===== config.mk =====
export PLATFORM = sky130hd
export DESIGN_NAME = text_console_ctrl
export DESIGN_NICKNAME = d
export VERILOG_FILES = /design/src/rtl/text_console_ctrl.sv
export SDC_FILE = /design/constraint.sdc
export NUM_CORES = 1
export LEC_CHECK = 0
export CAP_MARGIN = 10
export CORE_ASPECT_RATIO = 0.6
export CORE_UTILIZATION = 40
export DETAILED_ROUTE_END_ITERATION = 10
export GPL_TIMING_DRIVEN = 0
export PLACE_DENSITY = 0.64
export SYNTH_ARGS = -nofsm -noshare
export SYNTH_HDL_FRONTEND = slang
export SYNTH_SLANG_ARGS = --single-unit

===== constraint.sdc =====
create_clock -name cpu_clk -period 5.4 [get_ports cpu_clk]
set_input_delay 0.81 -clock cpu_clk [delete_from_list [all_inputs] [get_ports cpu_clk]]
set_output_delay 0.81 -clock cpu_clk [all_outputs]
set_load 0.02 [all_outputs]

===== src/rtl/text_console_ctrl.sv =====
// Console command sequencer for the CPU-side (port A) of the character frame buffer.
// Handles put-char, clear, set-cursor, and the one-line scroll-up that follows a bottom-row newline.
module text_console_ctrl #(
  parameter int         H_SIZE    = 80,
  parameter int         V_SIZE    = 60,
  parameter logic [7:0] FILL_CHAR = 8'h20,
  parameter int         RD_LAT    = 2
) (
  input  logic        cpu_clk,
  input  logic        rst_n,
  input  logic        cmd_valid,
  output logic        cmd_ready,
  input  logic [1:0]  cmd_op,
  input  logic [7:0]  cmd_char,
  input  logic [6:0]  cmd_col,
  input  logic [5:0]  cmd_row,
  output logic [12:0] fb_adrs,
  output logic [7:0]  fb_wdata,
  output logic        fb_we,
  input  logic [7:0]  fb_rdata,
  output logic [6:0]  cursor_col,
  output logic [5:0]  cursor_row,
  output logic        busy,
  output logic [2:0]  state_dbg
);

  localparam logic [6:0] COL_MAX  = 7'(H_SIZE - 1);
  localparam logic [5:0] ROW_MAX  = 6'(V_SIZE - 1);
  localparam int         LW       = (RD_LAT > 1) ? $clog2(RD_LAT) : 1;
  localparam logic [LW-1:0] LAT_LAST = LW'(RD_LAT - 1);

  localparam logic [1:0] OP_PUTC   = 2'b00;
  localparam logic [1:0] OP_CLEAR  = 2'b01;
  localparam logic [1:0] OP_SETCUR = 2'b10;

  typedef enum logic [2:0] {
    IDLE    = 3'd0,
    PUT     = 3'd1,
    SC_RD   = 3'd2,
    SC_WR   = 3'd3,
    SC_FILL = 3'd4,
    CLR     = 3'd5
  } state_t;

  state_t        state, state_next;
  logic [6:0]    col_next;
  logic [5:0]    row_next;
  logic [12:0]   adrs_next;
  logic [7:0]    wdata_next;
  logic          we_next;
  logic [5:0]    walk_row, walk_row_next;
  logic [6:0]    walk_col, walk_col_next;
  logic [LW-1:0] lat_cnt, lat_cnt_next;
  logic          sc_pend, sc_pend_next;
  logic          scroll_go;

  // Handshake: a command transfers on the cpu_clk edge where cmd_valid && cmd_ready;
  // cmd_ready is high only in IDLE and the command fields are sampled only on that edge.
  assign cmd_ready = (state == IDLE);
  assign busy      = ~cmd_ready;
  assign state_dbg = state;

  always_comb begin
    state_next    = state;
    col_next      = cursor_col;
    row_next      = cursor_row;
    adrs_next     = fb_adrs;
    wdata_next    = fb_wdata;
    we_next       = 1'b0;
    walk_row_next = walk_row;
    walk_col_next = walk_col;
    lat_cnt_next  = lat_cnt;
    sc_pend_next  = sc_pend;
    scroll_go     = 1'b0;

    case (state)
      IDLE: begin
        if (cmd_valid) begin
          case (cmd_op)
            OP_PUTC: begin
              case (cmd_char)
                8'h08: if (cursor_col != 7'd0) col_next = cursor_col - 7'd1;
                8'h0D: col_next = 7'd0;
                8'h0A: begin
                  col_next = 7'd0;
                  if (cursor_row == ROW_MAX) scroll_go = 1'b1;
                  else row_next = cursor_row + 6'd1;
                end
                default: begin
                  state_next = PUT;
                  we_next    = 1'b1;
                  adrs_next  = {cursor_row, cursor_col};
                  wdata_next = cmd_char;
                  if (cursor_col == COL_MAX) begin
                    col_next = 7'd0;
                    if (cursor_row == ROW_MAX) sc_pend_next = 1'b1;
                    else row_next = cursor_row + 6'd1;
                  end else begin
                    col_next = cursor_col + 7'd1;
                  end
                end
              endcase
            end
            OP_CLEAR: begin
              state_next    = CLR;
              we_next       = 1'b1;
              adrs_next     = 13'd0;
              wdata_next    = FILL_CHAR;
              walk_row_next = 6'd0;
              walk_col_next = 7'd0;
            end
            OP_SETCUR: begin
              col_next = (cmd_col > COL_MAX) ? COL_MAX : cmd_col;
              row_next = (cmd_row > ROW_MAX) ? ROW_MAX : cmd_row;
            end
            default: ;
          endcase
        end
      end

      // The cursor already advanced on acceptance; only the scroll decision is left.
      PUT: begin
        sc_pend_next = 1'b0;
        if (sc_pend) scroll_go = 1'b1;
        else state_next = IDLE;
      end

      SC_RD: begin
        if (lat_cnt == LAT_LAST) begin
          state_next   = SC_WR;
          we_next      = 1'b1;
          adrs_next    = {walk_row - 6'd1, walk_col};
          wdata_next   = fb_rdata;
          lat_cnt_next = '0;
        end else begin
          lat_cnt_next = lat_cnt + 1'b1;
        end
      end

      SC_WR: begin
        if (walk_col == COL_MAX) begin
          walk_col_next = 7'd0;
          if (walk_row == ROW_MAX) begin
            state_next = SC_FILL;
            we_next    = 1'b1;
            adrs_next  = {ROW_MAX, 7'd0};
            wdata_next = FILL_CHAR;
          end else begin
            state_next    = SC_RD;
            walk_row_next = walk_row + 6'd1;
            adrs_next     = {walk_row + 6'd1, 7'd0};
          end
        end else begin
          state_next    = SC_RD;
          walk_col_next = walk_col + 7'd1;
          adrs_next     = {walk_row, walk_col + 7'd1};
        end
      end

      SC_FILL: begin
        if (walk_col == COL_MAX) begin
          state_next = IDLE;
        end else begin
          walk_col_next = walk_col + 7'd1;
          we_next       = 1'b1;
          adrs_next     = {ROW_MAX, walk_col + 7'd1};
          wdata_next    = FILL_CHAR;
        end
      end

      CLR: begin
        if (walk_col == COL_MAX) begin
          walk_col_next = 7'd0;
          if (walk_row == ROW_MAX) begin
            state_next = IDLE;
            col_next   = 7'd0;
            row_next   = 6'd0;
          end else begin
            walk_row_next = walk_row + 6'd1;
            we_next       = 1'b1;
            adrs_next     = {walk_row + 6'd1, 7'd0};
          end
        end else begin
          walk_col_next = walk_col + 7'd1;
          we_next       = 1'b1;
          adrs_next     = {walk_row, walk_col + 7'd1};
        end
      end

      default: state_next = IDLE;
    endcase

    // Scroll starts by presenting the first source cell, row 1 column 0.
    if (scroll_go) begin
      state_next    = SC_RD;
      walk_row_next = 6'd1;
      walk_col_next = 7'd0;
      lat_cnt_next  = '0;
      adrs_next     = {6'd1, 7'd0};
      we_next       = 1'b0;
    end
  end

  always_ff @(posedge cpu_clk) begin
    if (!rst_n) begin
      state      <= IDLE;
      cursor_col <= 7'd0;
      cursor_row <= 6'd0;
      fb_adrs    <= 13'd0;
      fb_wdata   <= 8'd0;
      fb_we      <= 1'b0;
      walk_row   <= 6'd0;
      walk_col   <= 7'd0;
      lat_cnt    <= '0;
      sc_pend    <= 1'b0;
    end else begin
      state      <= state_next;
      cursor_col <= col_next;
      cursor_row <= row_next;
      fb_adrs    <= adrs_next;
      fb_wdata   <= wdata_next;
      fb_we      <= we_next;
      walk_row   <= walk_row_next;
      walk_col   <= walk_col_next;
      lat_cnt    <= lat_cnt_next;
      sc_pend    <= sc_pend_next;
    end
  end

endmodule


* Yosys cells after proc, flatten, opt, wreduce, memory -nomap -nowiden
Cells that the tools add are included.
** Word-level totals
- Register bits after elaboration :: 53
- Bits of input ports :: 34
- Output and inout port bits :: 40
- Word-level logic and storage cells :: 184
** Operators by class
- $add $sub $neg :: 7
- Magnitude comparators :: 2
- Eq/ne operators :: 50
- Multiplexer cells :: 83
- Bitwise operators :: 2
- Reduce and logical (&&, ||, !) cells :: 27
** Operator list (number)
- $mux 13 :: 8
- $mux 7 :: 10
- $pmux 13 s5 :: 1
- $mux 6 :: 10
- $mux 8 :: 7
- $pmux 6 s2 :: 4
- $pmux 7 s2 :: 3
- $pmux 8 s4 :: 1
- $ne 3x3->1 const B :: 10
- $mux 3 :: 9
- $pmux 13 s2 :: 1
- $eq 8x4->1 const B :: 3
- $reduce_and 8->1 :: 3
- $ne 2x2->1 const B :: 11
- $pmux 7 s3 :: 1
- $reduce_and 7->1 :: 3
- $mux 1 :: 20
- $pmux 3 s6 :: 1
- $ne 4x4->1 const B :: 4
- $pmux 8 s2 :: 1
- $add 7x1->7 const B :: 2
- $eq 7x7->1 const B :: 2
- $add 6x1->6 const B :: 2
- $eq 6x6->1 const B :: 2
- 32 further kinds :: 52

* Logic depth before layout (Yosys ltp)
Gate-level depths: netlist of run 1.
- Word-level depth :: 8
- Gate-level depth with buffers :: 11
- Gate-level depth less buffers :: 8

* Worst setup path after synthesis of run 1
No wires, ideal clock.
- Kind :: input -> register
- Start point :: in cmd_char[6]
- End point :: reg cursor_col[3]
- Setup time :: 0.117 ns
- Arrival time :: 2.491 ns
- Required time :: 5.283 ns
- Setup slack :: 2.792 ns
- Cell stages on the path :: 6
- Buffers on the path :: 0
- Cell sequence :: or4b_4 -> a211o_4 -> and2_4 -> a221oi_2 -> o221ai_1 -> a32o_1
** On the way
- Cells in the longest elaborated chain, start to end :: 6
- Elaborated cells on any way between the ends :: 10
- Those cells by class :: eq/ne (4); mux (4); reduce/logical (2)
** RTL lines
- start, declared :: line 14 : input logic [7:0] cmd_char,
- $eq 8x4->1 :: line 81 : case (cmd_char)
- $reduce_or 2->1 (no source line)
- $pmux 7 s2 :: line 81
- $pmux 7 s2 :: line 79 : case (cmd_op)
- $mux 7 :: line 78 : if (cmd_valid) begin
- $pmux 7 s2 :: line 76 : case (state)
- end signal, assigned :: line 218 : cursor_col <= col_next;
- end, declared :: line 21 : output logic [6:0] cursor_col,
Parallel ways exist; a longest one is shown, timed or not. The select of a mux whose other input is x is not followed.
A chain may end at the register's enable or synchronous reset.

* Worst setup path after layout of run 1
- Start point :: reg state[2] (netlist: state_dbg[2])
- End point :: reg fb_we
** On the way
- Cells in the longest elaborated chain, start to end :: 3
- Elaborated cells on any way between the ends :: 9
- Those cells by class :: eq/ne (5); mux (2); reduce/logical (2)
** RTL lines
- start, declared :: line 45 : state_t state, state_next;
- start signal, assigned :: line 217 : state <= state_next;
- $eq 3x1->1 or $logic_not 3->1 (tied branches) :: line 76
- $pmux 1 s2 :: line 76
- $reduce_or 2->1 (no source line)
- end signal, assigned :: line 222 : fb_we <= we_next;
- end, declared :: line 19 : output logic fb_we,
Parallel ways exist; a longest one is shown, timed or not.

==> impl_summary.txt, run 1 <==
----------------------------------------------------
[Floorplan]
  Die footprint ... 9730 sq um
  Total number of placement rows ... 26
  Die Y ... 76.8 um
  Die outline width ... 127 um
  Count of boundary I/O pins ... 74
  Area of the placeable core ... 8780 sq um
  Initial Utilization ... 42.5%

[CTS]
  Clock-pin slew on the worst setup and hold paths ... 70 ps
  CTS tree ... yes
  Cell chosen for the clock root ... clkbuf_16
  Total clock buffers created by CTS ... 5
  Maximum clock path buffer count ... 2
  Clk_lat worst skew ... 300 ps
  Clock tree sinks ... 53
  Number of buffers inserted by hold repair at cts ... 0
  Number of gates given a new drive strength after cts ... 0
  Post-CTS Setup Repair Bufs ... 0
  H-tree lvl count ... 2

[Timing]
  Crit path time final ... 3210 ps
  Worst max-slew margin expressed relative to the limit ... 46.2%
  Final cycle utilization of the critical path ... 59.5%
  Endpoints failing setup ... 0
  Final count of pins violating max slew ... 0
  Unrepaired setup endpoints after global routing ... no
  Maximum clock frequency ... 0.311 GHz
  Final hold viol count ... 0
  Hold Slack ... 461 ps
  Setup TNS ... 0 ps
  Worst clock skew on the final layout ... 5.97 ps
  Actual slew at the worst max-slew pin ... 802 ps

[Yosys]
  Warning count from the yosys run ... 0
  Dominant synthesized flop cell ... dfxtp_1
  Syn_nets ... 543
  Gate Count Post-Synth ... 499
  Average cell area after synthesis ... 7.48 sq um
  Async set-or-reset flop fraction in the synthesized netlist ... 0%
  Largest area contributor in the netlist ... dfxtp_1
  Number of flops mapped to enable cells by yosys ... 0
  Number of distinct library cells after synthesis ... 67
  Post-synthesis cell area ... 3730 sq um
  Sequential element share of the synthesized area ... 28.4%
  Biggest area contributors in the synthesized netlist ... dfxtp_1 28%, nor2_1 5.7%, a21oi_1 5.6%
  Area share of the largest cell type after synthesis ... 28.4%
  Register bit count reported by yosys ... 53

[Global routing]
  Vias in the first global route ... 3846
  Global-route wire length before repair ... 19700 um
  Total Routing Usage GR ... 25.1%
  Initial antenna violation count ... 0
  Pin count of the biggest net entering global routing ... 16
  Total overflow reported by the global router ... 0

[Hold path]
  Type of the tightest min-delay check ... reg2reg

[Power]
  Clock network fraction of design power ... 25.5%
  Sequential power share ... 32.6%
  Reported leakage power ... 1.78 nW
  Switching share of power ... 37.2%
  Switching power summed over all nets ... 0.000557 W
  Power Dens Cells ... 314 nW/um^2
  Cell-internal power ... 0.000940 W
  Logic gate share of total power ... 41.9%
  Maximum vdd drop ... 0.162 mV

[Detailed routing]
  Wire per inst ... 17.5 um
  DRC violations left ... 0
  Routed via count ... 4235
  Remaining antenna violation count ... 0
  Routed WL ... 12100 um
  DR iter-0 viols ... 645
  Via-to-Cell Ratio ... 6.12
  Iteration count of the initial detailed-routing pass ... 6

[Final layout]
  Count of fill cells added during filler insertion ... 855
  Growth of design area from synthesis to finish ... 28.0%
  Number of nets in the final layout ... 623
  Share of post-route cells with drive strength above 1 ... 6.21%
  Total non-filler cell area in the finished layout ... 4770 sq um
  Diode insertion count for antenna repair ... 0

[Placement]
  Final GP Congestion ... 0.984
  # port buffers ... 73
  Placed standard-cell area ... 4600 sq um
  Final HPWL from detailed placement ... 9270 um

[Setup path]
  Capture point of the worst reg-to-reg path ... fb_we
  Setup slack of the worst register-to-register path ... 2190 ps
  Worst reg2reg path startpoint ... state_dbg[2]
  Worst setup SP type ... register
  Worst reg-to-reg path cell count ... 11
  Crit path capture ... fb_we
  Crit. Startpoint ... state_dbg[2]
  Type of the worst setup path ... reg2reg
  Worst EP required ... 5580 ps
  Worst EP arrival ... 3390 ps
  CP Capture Type ... register
  Largest fanout on the critical path ... 10

[Job]
  Max-cap check violation count ... 0

[Run status]
  Run status ... completed

----------------------------------------------------
worst max-delay path, stage by stage (launching register included):
cell      delay [ps]
dfxtp_1          340
buf_2            180
clkbuf_1         240
inv_1            270
ha_1             250
nor3b_1          350
nand4_1          160
o21ai_1          490
nand2b_1         170
buf_2            250
buf_2            310
nor2_1            90
cells in the mapped netlist (6+ instances only):
| master | count |
|---|---|
| nor2b_1 | 8 |
| mux2i_1 | 6 |
| a221oi_1 | 7 |
| a21oi_1 | 42 |
| inv_1 | 18 |
| o21ai_0 | 24 |
| o211a_1 | 8 |
| buf_2 | 14 |
| nand2_1 | 38 |
| dfxtp_1 | 53 |
| xnor2_1 | 8 |
| a211oi_1 | 7 |
| a32o_1 | 6 |
| nand3_1 | 23 |
| clkbuf_1 | 18 |
| or3_1 | 8 |
| o22ai_1 | 6 |
| nand4_1 | 9 |
| and3_1 | 7 |
| ha_1 | 10 |
| nor3b_1 | 6 |
| nor2_1 | 57 |
| a31oi_1 | 7 |
| a22oi_1 | 9 |
| nand2b_1 | 6 |
| nor3_1 | 16 |
layout by cell type (no fill, tap or decap), drive strengths merged, types with 4 or more instances in the layout:
cell type and instances:
inv 19, and3 7, nor2 57, a32o 6
nand2 38, dfxtp 53, clkdlybuf4s50 73, o22ai 6
a22oi 9, a221oi 8, nand3b 5, or2 4
a211oi 8, o211a 8, nor2b 8, a31oi 7
a21oi 42, buf 17, xnor2 8, nand2b 6
and2 5, a21boi 5, a211o 5, or3 8
a21o 4, nor3b 6, nor4 5, nand4 9
clkbuf 25, nor3 17, ha 10, mux2i 6
o21ai 28, nand3 23
worst min-delay path by stage:
stage	from	to	slack, ps	cells past startpoint
floorplan	sc_pend	sc_pend	470	2
global placement	fb_adrs[8]	fb_adrs[8]	440	2
detailed placement	fb_adrs[10]	fb_adrs[10]	460	2
CTS	fb_adrs[10]	fb_adrs[10]	460	2
global route	fb_adrs[10]	fb_adrs[10]	480	2
finish	fb_adrs[12]	fb_adrs[12]	460	2
cell type report:
type | count | area [sq um] | share of cell area, %
Multi-Input combinational cell | 392 | 2450 | 51.2
Sequential cell | 53 | 1060 | 22.2
Timing Repair Buffer | 73 | 731 | 15.3
Buffer | 35 | 153 | 3.20
Clock buffer | 7 | 143 | 2.99
Tap cell | 112 | 140 | 2.94
Inverter | 19 | 71.3 | 1.49
Clock inverter | 1 | 30.0 | 0.629
metrics by stage:
step / utilization (%) / setup slack [ps] / cells / power (W)
3_3_place_gp: 52.4 / 2070 / 684 / 0.00110
4_1_cts: 54.4 / 2310 / 692 / 0.00149
2_1_floorplan: - / 2790 / 499 / 0.000867
5_1_grt: 54.4 / 2030 / 692 / 0.00157
6_report: 54.4 / 2190 / 692 / 0.00150
3_5_place_dp: 52.4 / 2060 / 684 / 0.00111
routing by layer:
layer | part of all wire [%] | global-route usage (%) | up-vias
li1 | - | - | 2005
met1 | 51 | 38.7 | 1988
met2 | 38 | 34.4 | 222
met3 | 9.5 | 6.14 | 20
met4 | 1.1 | 4.76 | 0
met5 | 0 | 0 | -
kinds of logic (layout without fill, tap and decap cells):
| group | Yosys count | count (layout) | synth area share (%) |
|---|---|---|---|
| AND/OR/NAND/NOR | 202 | 202 | 27.3 |
| XOR/XNOR | 11 | 11 | 2.58 |
| AO/OA/AOI/OAI | 163 | 163 | 30.8 |
| buffers and inverters | 54 | 135 | 6.00 |
| flip-flops | 53 | 53 | 28.4 |
| multiplexers | 6 | 6 | 1.61 |
| adder cells (fa/ha/maj) | 10 | 10 | 3.35 |
state kept, by name (all words and copies together), names as in the netlist:
| signal | cells |
|---|---|
| fb_adrs | 13 |
| fb_wdata | 8 |
| cursor_col | 7 |
| walk_col | 7 |
| cursor_row | 6 |
| walk_row | 6 |
| state_dbg | 3 |
| fb_we | 1 |
| lat_cnt | 1 |
| sc_pend | 1 |
power by group through the flow:
stage	logic, W	registers [W]	clock network [W]
2_1_floorplan	0.000316	0.000551	0
3_3_place_gp	0.000610	0.000494	0
3_5_place_dp	0.000613	0.000495	0
4_1_cts	0.000618	0.000487	0.000388
5_1_grt	0.000677	0.000496	0.000402
6_report	0.000627	0.000488	0.000382
(Power assumes the default switching activity.)
==> inputs of run 2 (changes only) <==
==> constraint.sdc (replaced) <==
create_clock -name cpu_clk -period 3.3 [get_ports cpu_clk]
set_input_delay 0.495 -clock cpu_clk [delete_from_list [all_inputs] [get_ports cpu_clk]]
set_output_delay 0.495 -clock cpu_clk [all_outputs]
set_load 0.02 [all_outputs]
==> run 2 against run 1 <==
Net effect:
- combinational power grew 64%
- power is 64% higher
- worst setup slack got worse by 2000 ps
- via count barely moved
- largest power group unchanged
- worst hold slack is essentially flat
- maximum frequency increased by 4.6%
- sequential power increased by 64%
- highest routed layer unchanged
==> impl_summary.txt, run 2 (synthesis gave the netlist of run 1 again) <==
----------------------------------------------------
[Placement]
  Placed standard-cell area ... 4600 sq um
  Final GP Congestion ... 0.984
  # port buffers ... 73
  Final HPWL from detailed placement ... 9270 um
  Pre-CTS setup slack ... 273 ps

[Setup path]
  Worst setup SP type ... register
  CP top delay family ... buffers and inverters
  Critical-path top delay cell ... nor3b_1
  Type of the worst setup path ... reg2reg
  Largest fanout on the critical path ... 10
  Worst path buffer plus inverter count ... 5
  Worst path cell trace ... buf_2 -> clkbuf_1 -> inv_1 -> ha_1 -> nor3b_1 -> nand4_1 -> o21ai_2 -> nand2b_1 -> buf_2 -> buf_2 -> nor2_1
  Largest stage delay on the critical path ... 350 ps
  CP Capture Type ... register
  Most Frequent Cell on Critical Path ... buf_2
  Count of cell instances traversed by the critical path ... 11
  Worst EP required ... 3480 ps
  Worst EP arrival ... 3250 ps
  Worst reg-to-reg path cell count ... 11

[Timing]
  Final count of pins violating max slew ... 0
  Maximum clock frequency ... 0.326 GHz
  Actual slew at the worst max-slew pin ... 793 ps
  Final Worst Setup Slack ... 229 ps
  Crit path time final ... 3070 ps
  Endpoints failing setup ... 0
  Worst clock skew on the final layout ... 5.53 ps
  Worst max-slew margin expressed relative to the limit ... 46.7%
  Setup TNS ... 0 ps
  Final cycle utilization of the critical path ... 93.1%
  Final hold viol count ... 0
  Unrepaired setup endpoints after global routing ... no

[Final layout]
  Reg with most FFs ... fb_adrs
  Total non-filler cell area in the finished layout ... 4780 sq um
  Number of nets in the final layout ... 623
  Commonest cells after routing, fill and taps aside ... 73 x clkdlybuf4s50_1, 57 x nor2_1, 53 x dfxtp_1
  Growth of design area from synthesis to finish ... 28.1%
  Max FFs per register ... 13
  Leading cell type in the layout, fill and taps excluded ... clkdlybuf4s50_1
  Share of post-route cells with drive strength above 1 ... 6.38%
  Diode insertion count for antenna repair ... 0
  Top Registers ... fb_adrs: 13 flops, fb_wdata: 8 flops

[Job]
  Max-cap check violation count ... 0

[Global routing]
  Initial antenna violation count ... 0
  Pin count of the biggest net entering global routing ... 16
  Vias in the first global route ... 3846
  Global-route wire length before repair ... 19700 um
  Total Routing Usage GR ... 25.1%
  Total overflow reported by the global router ... 0

[CTS]
  Clk_lat worst skew ... 300 ps
  Maximum clock path buffer count ... 2
  Clock tree sinks ... 53
  CTS tree ... yes
  Total clock buffers created by CTS ... 5
  Post-CTS Setup Repair Bufs ... 0
  H-tree lvl count ... 2
  Clock-pin slew on the worst setup and hold paths ... 70 ps
  Cell chosen for the clock root ... clkbuf_16

[Power]
  Maximum vdd drop ... 0.265 mV
  Power Dens Cells ... 513 nW/um^2
  Total power consumption of the routed design ... 0.00245 W
  Reported leakage power ... 1.78 nW

[Floorplan]
  Die footprint ... 9730 sq um
  Die Y ... 76.8 um
  Die outline width ... 127 um
  Total number of placement rows ... 26
  Count of boundary I/O pins ... 74
  Initial Utilization ... 42.5%
  Area of the placeable core ... 8780 sq um

[Hold path]
  Cell depth of the worst hold path ... 2
  Type of the tightest min-delay check ... reg2reg

[Detailed routing]
  Routed WL ... 12100 um
  Iteration count of the initial detailed-routing pass ... 5
  Wire per inst ... 17.5 um
  DRC violations left ... 0
  Routed via count ... 4231
  Via-to-Cell Ratio ... 6.11
  DR iter-0 viols ... 639
  Remaining antenna violation count ... 0

[Run status]
  Run status ... completed

----------------------------------------------------
## run 2: final timing paths
check,start,to,slack (ps)
setup / recovery,state_dbg[2],fb_we,230
hold / removal,fb_adrs[12],fb_adrs[12],460
setup reg to reg,state_dbg[2],fb_we,230
hold reg to reg,fb_adrs[12],fb_adrs[12],460
## run 2: layout make-up
| type | instances | area [sq um] |
|---|---|---|
| fill | 853 | 4010 |
| multi-input combinational | 392 | 2450 |
| sequential | 53 | 1060 |
| timing repair buffer | 73 | 731 |
| buffer | 35 | 153 |
| clock buffer | 7 | 143 |
| tap | 112 | 140 |
| inverter | 19 | 71.3 |
| clock inverter | 1 | 30.0 |
## run 2: power breakdown
group | switching [W] | leakage, nW | internal, W | total [W]
Clock | 0.000247 | 0.0841 | 0.000380 | 0.000627
Sequential | 0.0000696 | 0.432 | 0.000730 | 0.000799
Combinational | 0.000598 | 1.27 | 0.000428 | 0.00103
## run 2: routing by layer
layer	vias up	track usage, %	wire (um)
met5	-	0	0
met4	0	4.76	140
met3	21	6.14	1080
met2	209	34.4	4640
met1	1992	38.7	6280
li1	2009	-	-
## run 2: worst min-delay path, cell delays in order (launching register included)
cell and delay (ps):
dfxtp_1 310, nand2_1 50, a21oi_1 50
## run 2: repair_timing
action                     in CTS  in global routing
resized for setup               0                  1
hold buffers                    0                  0
setup endpoints to repair       0                 20
## run 2: stage by stage
step / hold WS (ps) / util, % / instances
6_report: 461 / 54.4 / 692
5_1_grt: 485 / 54.4 / 692
4_1_cts: 465 / 54.4 / 692
3_5_place_dp: 455 / 52.4 / 684
3_3_place_gp: 444 / 52.4 / 684
2_1_floorplan: 475 / - / 499
==> inputs of run 3 (changes only) <==
--- a/config.mk
+++ b/config.mk
@@ -14,3 +14,4 @@
 export SYNTH_ARGS = -nofsm -noshare
 export SYNTH_HDL_FRONTEND = slang
 export SYNTH_SLANG_ARGS = --single-unit
+export TNS_END_PERCENT = 5
==> results of run 3 <==
The final DEF is identical to that of run 2; final timing and power are the same.
